**src/rtl/dmem_access_arbiter_pkg.sv**
```systemverilog
// Shared constants and FSM encoding for the data-memory access arbiter.
package dmem_access_arbiter_pkg;

    localparam int unsigned DMEM_WIDTH = 32;
    localparam int unsigned DMEM_DEPTH = 100;

    typedef enum logic {
        StArb    = 1'b0,
        StLocked = 1'b1
    } state_e;

endpackage

```
**src/rtl/dmem_access_arbiter_rr_pick.sv**
```systemverilog
// Combinational round-robin picker: first requester at or after ptr, wrapping.
module dmem_access_arbiter_rr_pick #(
    parameter int unsigned N_REQ = 2,
    parameter int unsigned IW    = 1
) (
    input  logic [N_REQ-1:0] req_i,
    input  logic [IW-1:0]    ptr_i,
    output logic [N_REQ-1:0] gnt_o,
    output logic [IW-1:0]    idx_o
);

    int unsigned    j;
    logic [IW-1:0]  jj;
    logic           found;

    always_comb begin
        gnt_o = '0;
        idx_o = '0;
        found = 1'b0;
        j     = 0;
        jj    = '0;
        for (int unsigned k = 0; k < N_REQ; k++) begin
            j  = (32'(ptr_i) + k) % N_REQ;
            jj = IW'(j);
            if (req_i[jj] && !found) begin
                found     = 1'b1;
                gnt_o[jj] = 1'b1;
                idx_o     = jj;
            end
        end
    end

endmodule

```
**src/rtl/dmem_access_arbiter.sv**
```systemverilog
// Round-robin arbiter sharing one single-port data memory, with burst lock.
module dmem_access_arbiter
    import dmem_access_arbiter_pkg::*;
#(
    parameter int unsigned N_REQ = 2,
    parameter int unsigned AW    = DMEM_WIDTH,
    parameter int unsigned DEPTH = DMEM_DEPTH
) (
    input  logic                CLK,
    input  logic                RST,
    input  logic [N_REQ-1:0]    req_i,
    input  logic [N_REQ-1:0]    we_i,
    input  logic [N_REQ-1:0]    lock_i,
    input  logic [N_REQ*AW-1:0] addr_i,
    input  logic [N_REQ*AW-1:0] wdata_i,
    output logic [N_REQ-1:0]    gnt_o,
    output logic [N_REQ-1:0]    rvalid_o,
    output logic [AW-1:0]       rdata_o,
    output logic [N_REQ-1:0]    err_o,
    output logic [AW-1:0]       mem_a_o,
    output logic                mem_we_o,
    output logic [AW-1:0]       mem_wd_o,
    input  logic [AW-1:0]       mem_rd_i
);

    localparam int unsigned IW = (N_REQ > 1) ? $clog2(N_REQ) : 1;

    state_e            state_q, state_d;
    logic [IW-1:0]     ptr_q, ptr_d, owner_q, owner_d;
    logic [N_REQ-1:0]  rvalid_q, rvalid_d, err_q, err_d;
    logic [AW-1:0]     rdata_q, rdata_d;

    logic              owner_hold, any_gnt, in_range, g_we, g_lock;
    logic [N_REQ-1:0]  pick_req, pick_gnt;
    logic [IW-1:0]     g_idx;
    logic [AW-1:0]     g_addr, g_wdata;

    // A locked owner that still requests masks everyone else; otherwise arbitrate normally.
    assign owner_hold = (state_q == StLocked) && req_i[owner_q];
    assign pick_req   = owner_hold ? (N_REQ'(1) << owner_q) : req_i;

    dmem_access_arbiter_rr_pick #(
        .N_REQ (N_REQ),
        .IW    (IW)
    ) u_rr_pick (
        .req_i (pick_req),
        .ptr_i (ptr_q),
        .gnt_o (pick_gnt),
        .idx_o (g_idx)
    );

    assign gnt_o    = RST ? pick_gnt : '0;
    assign any_gnt  = |gnt_o;
    assign g_addr   = addr_i[g_idx*AW +: AW];
    assign g_wdata  = wdata_i[g_idx*AW +: AW];
    assign g_we     = we_i[g_idx];
    assign g_lock   = lock_i[g_idx];
    assign in_range = g_addr < AW'(DEPTH);

    assign mem_a_o  = any_gnt ? g_addr : '0;
    assign mem_wd_o = any_gnt ? g_wdata : '0;
    assign mem_we_o = any_gnt & g_we & in_range;

    always_comb begin
        state_d  = state_q;
        ptr_d    = ptr_q;
        owner_d  = owner_q;
        rvalid_d = '0;
        err_d    = '0;
        rdata_d  = rdata_q;
        if (any_gnt) begin
            if (owner_hold) begin
                if (!g_lock) state_d = StArb;
            end else begin
                ptr_d   = (g_idx == IW'(N_REQ - 1)) ? '0 : g_idx + 1'b1;
                owner_d = g_idx;
                state_d = g_lock ? StLocked : StArb;
            end
            if (!g_we) begin
                rvalid_d = gnt_o;
                rdata_d  = in_range ? mem_rd_i : '0;
            end
            if (!in_range) err_d = gnt_o;
        end else begin
            state_d = StArb;
        end
    end

    always_ff @(posedge CLK or negedge RST) begin
        if (!RST) begin
            state_q  <= StArb;
            ptr_q    <= '0;
            owner_q  <= '0;
            rvalid_q <= '0;
            err_q    <= '0;
            rdata_q  <= '0;
        end else begin
            state_q  <= state_d;
            ptr_q    <= ptr_d;
            owner_q  <= owner_d;
            rvalid_q <= rvalid_d;
            err_q    <= err_d;
            rdata_q  <= rdata_d;
        end
    end

    assign rvalid_o = rvalid_q;
    assign err_o    = err_q;
    assign rdata_o  = rdata_q;

endmodule
```
**config.mk**
```make
export PLATFORM = sky130hd
export DESIGN_NAME = dmem_access_arbiter
export DESIGN_NICKNAME = d
export VERILOG_FILES = /design/src/rtl/dmem_access_arbiter_pkg.sv /design/src/rtl/dmem_access_arbiter_rr_pick.sv /design/src/rtl/dmem_access_arbiter.sv
export SDC_FILE = /design/constraint.sdc
export NUM_CORES = 1
export LEC_CHECK = 0
export CAP_MARGIN = 40
export CORE_MARGIN = 8
export CORE_UTILIZATION = 34
export DETAILED_ROUTE_END_ITERATION = 12
export GPL_TIMING_DRIVEN = 0
export PLACE_DENSITY = 0.87
export SYNTH_ARGS = -nofsm -noshare
export SYNTH_HDL_FRONTEND = slang
export SYNTH_SLANG_ARGS = --single-unit
```
**constraint.sdc**
```tcl
create_clock -name CLK -period 3.6 [get_ports CLK]
set_clock_uncertainty 0.1 [all_clocks]
set_input_delay 0.36 -clock CLK [delete_from_list [all_inputs] [get_ports CLK]]
set_output_delay 0.36 -clock CLK [all_outputs]
set_load 0.005 [all_outputs]
```
==> metrics.md, run 1 <==
| Metric | Value |
|---|---|
| FMAX | 295 MHz |
| Post-Synthesis Cells | 411 |
| Dpl ws | just under 300 ps |
| Min Hold Slack | about 330 ps |
| Final hold viol count | 0 |
| Clock sink count | 39 |
| Share of Yosys cell area claimed by the top area cell type | 0.326 |
| Worst EP required | 3140 ps |
| Pleak | between 2 and 2.5 nW |
| Clock Latency Late Sink | about 290 ps |
| Worst R2R Setup Slack | ~1500 ps |
| Worst Hold Class | input port to register |
| H-Tree Depth | 2 |
| Synth Warn # | 0 |
| Final WS setup | approximately 210 ps |
| Startpoint types | input port |
| Vias in the first global route | between 4000 and 5000 |
| Clock buffer count from CTS | 5 |
| Pwr Density | roughly 260 nW/um2 |
| Reg area | around 1000 um2 |
| Largest net degree at the start of global routing | 28 |
| Port buffer count | between 200 and 300 |
| Total of max-cap violations | 0 |
| Status | finished, final reports clean |
| Drt drc | 0 |
| Final setup violation count | 0 |
| Hold depth | 2 |
| RR Startpoint | state_q$_DFFE_PN0P_ |
| Vias per Instance | about 5.0 |
| Flop and latch count out of synthesis | 39 |
| Initial core utilization | 0.347 |
| Routed vias | about 4000 |
| Final nets | around 860 |
| RSZ-0062 raised after global routing | no |
| Core area | roughly 8600 um2 |
| Worst-Margin Slew | about 730 ps |
| Die height | between 100 and 150 um |
| Worst R2R End | rdata_o[30]$_DFFE_PN0P_ |
| First-pass GRT wire length | 21700 um |
| Clock transition at the registers of the reported paths | roughly 70 ps |
| Row count | 34 |
| Post-synth net total | just under 600 |
| Post-Syn Area | between 2000 and 3000 um2 |
| WS Path Type | input port to output pin |
| Dpl hpwl | 12400 um |
| Worst-case reg-to-reg path depth | 6 |
| Max Slew Vio Count | 0 |
| Avg Cell Area, Syn | between 7 and 8 um2 |
| Share of layout cells above drive strength 1 | 0.133 |
| GP Congestion | roughly 1.0 |
| Final WL | roughly 15000 um |
| Clk Tree Root Cell | clkbuf_8 |
| Worst slew margin | 0.512 |
| Synth-to-layout area growth | 100% |
| Hold EP | rvalid_o[0]$_DFF_PN0_ |
| Peak VDD IR | about 150 uV |
| Setup TNS | 0 ps |
| Fill count | around 690 |
| DIE AREA | 12100 um2 |
| Overall global routing resource usage | 0.231 |
| Gr ovfl total | 0 |
| CTS tree | yes |
| Post-synthesis sequential area ratio | 0.326 |
| Hold_buf cts | 2 |
| Layout Utilization | 0.695 |
| Hold path start | req_i[1] |
| Worst Path Max Fanout | 27 |
| CTS max path bufs | 2 |
| Tmin final | roughly 3400 ps |
| Multi-input logic area | approximately 1800 um2 |
| Antenna violations before repair | 2 |
| Post-CTS Repair Setup Buffers | 0 |
| Overall Power | 1.53 mW |
| Detail Route Antenna Nets | 0 |
| DR WL/cell | between 15 and 20 um |
| Area leader, netlist | dfrtp_1 |
| Post-CTS sizing | 0 |
| Initial DRT Pass Iterations | 4 |
| Die Span X | between 100 and 150 um |
| Worst EP arrival | 2930 ps |
| Starting DRC count in detailed routing | ~160 |
| I/O pins | approximately 270 |
| Crit. End Element | output pin |
| Final Cycle Share | 0.942 |
| Synth cell types | 35 |
| Synth top area cells | dfrtp_1, nand2_1, a21oi_1, o21ai_2, nand2_2 |
cells by family after synthesis:
logic type             synth area share
AND/OR/NAND/NOR                   0.326
AO/OA/AOI/OAI                     0.253
flip-flops                        0.326
buffers and inverters            0.0839
multiplexers                     0.0117
synthesized netlist by cell type:
| master | instances |
|---|---|
| nor3_1 | 1 |
| nor4_1 | 11 |
| a21oi_1 | 65 |
| o21ai_2 | 31 |
| buf_6 | 4 |
| buf_1 | 1 |
| and2_1 | 2 |
| or3_1 | 1 |
| a21boi_0 | 1 |
| mux2i_1 | 2 |
| nand2_2 | 30 |
| nor3_2 | 1 |
| o311a_1 | 1 |
| buf_2 | 7 |
| a22oi_1 | 1 |
| mux2_4 | 1 |
| clkbuf_1 | 16 |
| o22ai_1 | 2 |
| o2bb2ai_1 | 1 |
| nand4_1 | 2 |
| nor4_4 | 1 |
| a211oi_1 | 1 |
| dfrtp_1 | 39 |
| nand2_1 | 166 |
| a2111oi_4 | 2 |
| o21ai_0 | 3 |
| bufbuf_16 | 1 |
| a31oi_1 | 1 |
| nor2_1 | 4 |
| inv_1 | 4 |
| a31oi_4 | 1 |
| nand3_1 | 2 |
| buf_12 | 3 |
| a21oi_2 | 1 |
| or2_1 | 1 |
critical path: stages:
cell	delay (ps)
dlygate4sd3_1	530
buf_2	150
buf_12	170
o21ai_0	180
clkbuf_1	480
clkbuf_1	440
a21oi_1	100
clkdlybuf4s50_1	520
metrics by stage:
stage	cell area, um2	std cells
after floorplan	3000	411
after global placement	5830	788
after detailed placement	5840	789
after CTS	5990	799
after global routing	6000	801
final	6000	801
cell usage in the layout, fill, tap and decap left out, types with 3 or more instances in the layout:
cell / synthesis / layout
o21ai_2: 31 / 31
buf_12: 3 / 4
clkbuf_8: 0 / 5
nor4_1: 11 / 11
nand2_1: 166 / 166
a21oi_1: 65 / 65
nand2_2: 30 / 30
clkdlybuf4s50_1: 0 / 268
dfrtp_1: 39 / 39
inv_1: 4 / 4
clkbuf_1: 16 / 17
buf_2: 7 / 8
buf_6: 4 / 4
o21ai_0: 3 / 3
nor2_1: 4 / 4
worst max path at each step:
| stage | from | to | slack [ps] | cells past startpoint |
|---|---|---|---|---|
| detailed placement | req_i[0] | mem_wd_o[11] | 300 | 8 |
| floorplan | state_q$_DFFE_PN0P_ | mem_we_o | 1460 | 6 |
| finish | RST | mem_a_o[29] | 210 | 8 |
| global route | RST | mem_wd_o[22] | 70 | 8 |
| CTS | RST | mem_a_o[29] | 200 | 8 |
| global placement | RST | mem_wd_o[25] | -980 | 6 |
state kept, by name, summed over array words and instances, names as in the netlist:
name and flops:
err_o 2, owner_q 1, ptr_q 1, rdata_o 32
rvalid_o 2, state_q 1
report_power, final:
| group | leakage (nW) | internal (mW) | switching [mW] |
|---|---|---|---|
| clock | 0.0654 | 0.277 | 0.148 |
| combinational | 1.78 | 0.367 | 0.287 |
| sequential | 0.537 | 0.448 | 0.00883 |
| total | 2.38 | 1.09 | 0.444 |
layer usage:
layer  up-vias  global-route usage  share of wire  wire (um)
met1      1814               0.256           0.37       5360
met5         -                   0              0          0
met2       209               0.395           0.49       7240
met3        33              0.0750           0.10       1530
li1       1935                   -              -          -
met4         0               0.101          0.034        503
layout make-up:
type / count / area share
Antenna cell: 2 / 0.000834
Inverter: 4 / 0.00250
Tap cell: 108 / 0.0225
Clock inverter: 2 / 0.0100
Clock buffer: 6 / 0.0121
Multi-Input combinational cell: 336 / 0.295
Timing Repair Buffer: 272 / 0.455
Buffer: 32 / 0.0394
Sequential cell: 39 / 0.163
Note: power is estimated with default switching activity, not from simulation.
==> inputs of run 2 (changes only) <==
--- a/config.mk
+++ b/config.mk
@@ -11,6 +11,7 @@
 export DETAILED_ROUTE_END_ITERATION = 12
 export GPL_TIMING_DRIVEN = 0
 export PLACE_DENSITY = 0.87
+export SETUP_SLACK_MARGIN = 0.05
 export SYNTH_ARGS = -nofsm -noshare
 export SYNTH_HDL_FRONTEND = slang
 export SYNTH_SLANG_ARGS = --single-unit
==> results of run 2 <==
The final DEF is identical to that of run 1; final timing and power are the same.
